<file path="src/rtl/rob_param.sv">
// Parameterised reorder buffer: in-order dispatch, multi-port writeback,
// and up to RW in-order retirements per cycle.
module rob_param #(
  parameter int DEPTH  = 16,
  parameter int NWB    = 3,
  parameter int RW     = 2,
  parameter int DATA_W = 32,
  parameter int PR_W   = 6,
  parameter int PC_W   = 12,
  localparam int IDX_W = $clog2(DEPTH)
) (
  input  logic                  clk,
  input  logic                  rst,
  input  logic                  disp_valid,
  output logic                  disp_ready,
  input  logic [PR_W-1:0]       disp_rd,
  input  logic [PR_W-1:0]       disp_rd_old,
  input  logic [PC_W-1:0]       disp_pc,
  output logic [IDX_W-1:0]      disp_idx,
  input  logic [NWB-1:0]        wb_valid,
  input  logic [NWB*IDX_W-1:0]  wb_idx,
  input  logic [NWB*DATA_W-1:0] wb_data,
  output logic [RW-1:0]         ret_valid,
  output logic [RW*PR_W-1:0]    ret_rd,
  output logic [RW*PR_W-1:0]    ret_rd_old,
  output logic [RW*DATA_W-1:0]  ret_data,
  output logic [RW*PC_W-1:0]    ret_pc,
  input  logic                  flush,
  output logic [IDX_W:0]        count,
  output logic                  empty,
  output logic                  full
);

  localparam logic [IDX_W:0] DEPTH_C =
    (IDX_W+1)'(DEPTH);

  logic [DEPTH-1:0]  vld;
  logic [DEPTH-1:0]  cmp;
  logic [PR_W-1:0]   rd_q   [DEPTH];
  logic [PR_W-1:0]   rdo_q  [DEPTH];
  logic [PC_W-1:0]   pc_q   [DEPTH];
  logic [DATA_W-1:0] data_q [DEPTH];

  logic [IDX_W-1:0] head;
  logic [IDX_W-1:0] tail;
  logic [IDX_W:0]   cnt;

  logic             alloc;
  logic             run;
  logic [RW-1:0]    ret_en;
  logic [IDX_W-1:0] slot [RW];
  logic [IDX_W:0]   ret_n;

  assign full       = (cnt == DEPTH_C);
  assign empty      = (cnt == '0);
  assign count      = cnt;
  assign disp_ready = !full;
  assign disp_idx   = tail;
  assign alloc      = disp_valid && !full;

  // Retire window: contiguous prefix of done entries from head.
  always_comb begin
    ret_en = '0;
    ret_n  = '0;
    run    = 1'b1;
    for (int j = 0; j < RW; j++) begin
      slot[j]   = head + IDX_W'(j);
      run       = run & vld[slot[j]]
                      & cmp[slot[j]];
      ret_en[j] = run;
      ret_n     = ret_n
                + {{IDX_W{1'b0}}, run};
    end
  end

  always_ff @(posedge clk) begin
    if (rst || flush) begin
      vld  <= '0;
      cmp  <= '0;
      head <= '0;
      tail <= '0;
      cnt  <= '0;
    end else begin
      for (int k = 0; k < NWB; k++) begin
        if (wb_valid[k] &&
            vld[wb_idx[k*IDX_W +: IDX_W]])
          cmp[wb_idx[k*IDX_W +: IDX_W]] <= 1'b1;
      end
      for (int j = 0; j < RW; j++) begin
        if (ret_en[j])
          vld[slot[j]] <= 1'b0;
      end
      if (alloc) begin
        vld[tail] <= 1'b1;
        cmp[tail] <= 1'b0;
        tail      <= tail + IDX_W'(1);
      end
      head <= head + ret_n[IDX_W-1:0];
      cnt  <= cnt
            + {{IDX_W{1'b0}}, alloc}
            - ret_n;
    end
  end

  // Payload needs no reset; valid bits gate every use.
  always_ff @(posedge clk) begin
    if (!rst && !flush) begin
      for (int k = 0; k < NWB; k++) begin
        if (wb_valid[k] &&
            vld[wb_idx[k*IDX_W +: IDX_W]])
          data_q[wb_idx[k*IDX_W +: IDX_W]] <=
            wb_data[k*DATA_W +: DATA_W];
      end
      if (alloc) begin
        rd_q[tail]   <= disp_rd;
        rdo_q[tail]  <= disp_rd_old;
        pc_q[tail]   <= disp_pc;
        data_q[tail] <= '0;
      end
    end
  end

  always_ff @(posedge clk) begin
    if (rst || flush) begin
      ret_valid  <= '0;
      ret_rd     <= '0;
      ret_rd_old <= '0;
      ret_data   <= '0;
      ret_pc     <= '0;
    end else begin
      for (int j = 0; j < RW; j++) begin
        ret_valid[j] <= ret_en[j];
        ret_rd[j*PR_W +: PR_W] <=
          ret_en[j] ? rd_q[slot[j]] : '0;
        ret_rd_old[j*PR_W +: PR_W] <=
          ret_en[j] ? rdo_q[slot[j]] : '0;
        ret_data[j*DATA_W +: DATA_W] <=
          ret_en[j] ? data_q[slot[j]] : '0;
        ret_pc[j*PC_W +: PC_W] <=
          ret_en[j] ? pc_q[slot[j]] : '0;
      end
    end
  end

endmodule

</file>
<file path="config.mk">
export PLATFORM = sky130hd
export DESIGN_NAME = rob_param
export DESIGN_NICKNAME = d
export VERILOG_FILES = /design/src/rtl/rob_param.sv
export SDC_FILE = /design/constraint.sdc
export NUM_CORES = 2
export LEC_CHECK = 0
export CAP_MARGIN = 0
export CELL_PAD_IN_SITES_DETAIL_PLACEMENT = 2
export CELL_PAD_IN_SITES_GLOBAL_PLACEMENT = 2
export CORE_MARGIN = 4
export CORE_UTILIZATION = 42
export CTS_CLUSTER_SIZE = 30
export DETAILED_ROUTE_END_ITERATION = 10
export HOLD_SLACK_MARGIN = 0.03
export PLACE_DENSITY = 0.77
export SETUP_SLACK_MARGIN = 0.1
export SYNTH_ARGS = -nofsm -noshare
export SYNTH_HDL_FRONTEND = slang
export SYNTH_SLANG_ARGS = --single-unit
</file>
<file path="constraint.sdc">
create_clock -name clk -period 4.8 [get_ports clk]
set_input_delay 1.44 -clock clk [delete_from_list [all_inputs] [get_ports clk]]
set_output_delay 1.44 -clock clk [all_outputs]
set_load 0.05 [all_outputs]
</file>
==> results.cfg <==
[logic_synthesis]
yosys_warnings = 0
synth_nets = 5248
synth_ff_type = dfxtp_1
netlist_area_um2 = 58770
avgSynthCellArea_um2 = 11.55
synth.distinct_cells = 90
ys_ff_latch = 1055
seq_area_frac_synth_pct = 42.47
synthCells = 5089
synth_edf_count = 384
synthArstFlopShare_pct = 0

[finish]
final_net_count = 5298
most-common-layout-cells = 668 x dfxtp_1, 568 x mux4_2, 445 x nand2_1, 384 x edfxtp_1, 283 x nor2_1
final_common_cell = dfxtp_1
post_route_cells_drive_above_1_share_pct = 26.44
fin_util_pct = 49.37
area_growth_pct = 16.92
finalNonFillerCells = 7155

[sta]
finalCriticalPeriod_ns = 4.360
finalCritPeriodShare_pct = 90.83
fin_skew_ns = 0.06254
setup_viol = 0
slew_violations = 0
maxClockFrequency_mhz = 229.4
grt_setup_unrepaired = no
worst_slew_pin_slew_ns = 1.466
relSlewSlack_pct = 1.958
hold_viol = 0

[worst_hold_path]
hold_path.startpoint = data_q[14][12]$_SDFFE_PP0P_
hp-class = reg2reg
holdPathEnd = data_q[14][12]$_SDFFE_PP0P_
hold_depth = 2

[worst_setup_path]
cp_common_cell = ha_1
cp_cell_sequence = buf_12 -> nand3_1 -> xor2_4 -> a41o_1 -> o2bb2a_1 -> nor2_1 -> ha_1 -> ha_1 -> inv_1 -> ha_1 -> fa_1 -> a21oi_1 -> nor2_1 -> or3_1 -> a21oi_1
cp_slowest_cell = buf_12
ff2ff_setup_slack_ns = 0.44
critPathLaunchType = flop
cp-end-kind = flop
timing.rr.start = head[1]$_SDFF_PP0_
worstRegToRegCells = 15
cp.required_ns = 5.51
critical_path_depth = 15
worstPathMaxFanout = 96
crit_family = adder cells
crit_arrival_ns = 5.07
rr_endpoint = count[4]$_SDFF_PP0_
worstSetupStartpoint = head[1]$_SDFF_PP0_
cpPeakStageDelay_ns = 0.54
critPathKind = reg2reg
cp_num_buf_inv = 2

[floorplanning]
die_h_um = 382.1
rows = 137
die_area_um2 = 146000
die_x_um = 382.1
core-area_um2 = 139200
io_pins = 265
start_util_pct = 42.23

[power_and_ir_drop]
p_total_mw = 22.45
ir_worst_vdd_mv = 0.3346
power_density_nw_per_um2 = 326.6
p_leak_nw = 23.61

[global_route]
grt_first_pass_wirelength_um = 426900
grt_util_met1_pct = 49.32
grtUsageTotal_pct = 40.91
globalRoute.totalOverflow = 0
antenna_found_initial = 47
use_met2_pct = 62.09
grt_pass1_vias = 55390
grt_max_degree = 141
gr-usage-met3_pct = 11.36
grt_busiest_layer = met2

[flow_run]
maxCapViolations = 0

[placement]
place.gp.congestion = 0.9153
dp.cells = 6888
hpwlAfterDp_um = 184100
numPortBuffers = 264

[clock_network]
clk_latency_ns = 0.82
cts_buffers = 121
h-tree-depth = 3
cts_hold_buf = 0
cts_tree = built
cts_buffer_depth = 3
path_clk_slew_ns = 0.06
clock-sinks = 1055
cts-root-buf = clkbuf_16

[drt]
antenna_violating_nets_post_route = 0
vias_per_cell = 7.453
wl_um = 307200
drc = 0
drt-pass1-iter-count = 6
dr.first_iter.drc_count = 7040
post_drt_wl_per_cell_um = 42.93
via_count = 53330

[status]
status = completed
layout make-up:
class / instances / area [um2]
Antenna cell: 33 / 82.58
Clock buffer: 173 / 3463
Clock inverter: 57 / 655.6
Fill cell: 13680 / 70470
Inverter: 69 / 265.3
Multi-Input combinational cell: 3389 / 31680
Sequential cell: 1055 / 24980
Tap cell: 1876 / 2347
Timing Repair Buffer: 503 / 5250
registers in the layout, indices dropped and copies added (netlist names):
register,cells
cmp,16
count,5
data_q,512
disp_idx,4
head,4
pc_q,192
rd_q,96
rdo_q,96
ret_data,64
ret_pc,24
ret_rd,12
ret_rd_old,12
ret_valid,2
vld,16
repair_timing:
action                                  in CTS  in global routing
buffers inserted                             0                  4
resized for setup                            0                  0
endpoints found under the setup margin       0                  1
endpoints found under the hold margin        0                  0
where the power goes:
part | leakage, nW | internal [mW] | total, mW | switching (mW)
Combinational | 12.7 | 1.08 | 2.27 | 1.19
Sequential | 8.95 | 9.89 | 10.4 | 0.536
Clock | 2.00 | 5.48 | 9.75 | 4.27
Total | 23.6 | 16.4 | 22.4 | 6.00
cell usage after synthesis (9+ instances only):
cell	number	area, um2
a22oi_1	47	352.8
o211ai_1	22	165.2
a31oi_1	168	1051
a221oi_2	13	195.2
a211oi_1	47	352.8
nand3_1	66	330.3
buf_1	52	195.2
dfxtp_1	671	13430
a22o_1	34	297.8
a32o_1	28	280.3
buf_2	77	385.4
clkbuf_1	436	1637
o2bb2ai_1	14	122.6
o31ai_1	18	135.1
edfxtp_1	384	11530
mux2i_1	121	1211
o221a_2	10	112.6
nand2_1	457	1715
o221ai_1	25	219.0
a311o_1	13	130.1
nand4_1	15	93.84
nor2b_1	121	757.0
ha_1	18	225.2
o41ai_1	9	78.83
inv_1	66	247.7
mux2_2	237	2669
o21ai_1	9	45.04
o21a_1	13	97.59
a21oi_1	207	1036
nor2_1	293	1100
nand2b_1	33	206.5
and2_1	30	187.7
o22ai_1	15	93.84
mux4_2	568	12790
nor3_1	114	570.6
a221o_1	29	290.3
and3_1	96	600.6
o21ai_0	214	1071
mux2_4	13	195.2
a221oi_1	158	1384
stage by stage:
stage	setup slack (ns)	TNS (ns)	instance area [um2]	hold WS (ns)
floorplan	0.4508	0	58770	0.4320
global route	0.1925	0	68660	0.4918
global placement	-0.03755	-0.7582	64490	0.4494
detailed placement	-0.1245	-2.889	64490	0.4642
CTS	0.2824	0	68610	0.4729
finish	0.4400	0	68720	0.4703
per-layer routing:
| layer | routed length [um] | share of wire (%) |
|---|---|---|
| met5 | 161 | 0.052 |
| met4 | 26390 | 8.6 |
| met3 | 34210 | 11 |
| met2 | 136800 | 45 |
| met1 | 109600 | 36 |
worst max-delay path by stage:
stage	endpoint	slack, ns
4_1_cts	count[4]$_SDFF_PP0_	0.28
3_3_place_gp	data_q[4][27]$_SDFFE_PP0P_	-0.04
6_report	count[4]$_SDFF_PP0_	0.44
3_5_place_dp	data_q[4][6]$_SDFFE_PP0P_	-0.12
2_1_floorplan	count[4]$_SDFF_PP0_	0.45
5_1_grt	count[4]$_SDFF_PP0_	0.19
kinds of logic (layout without fill, tap and decap cells):
family	Yosys count	in the layout	synth area share [%]
simple gates	1282	1282	10.26
compound gates	1137	1137	13.50
flops	1055	1055	42.47
mux	939	939	28.70
buf+inv	645	802	4.405
fa+ha+maj	20	20	0.4513
xor+xnor	11	11	0.2086
other cells	0	33	0
tightest hold or removal path, stage by stage (launching register included):
cell and delay, ns:
dfxtp_1 0.32, nand2_1 0.06, a21oi_1 0.05
No activity file was read; power rests on OpenSTA's default activity.
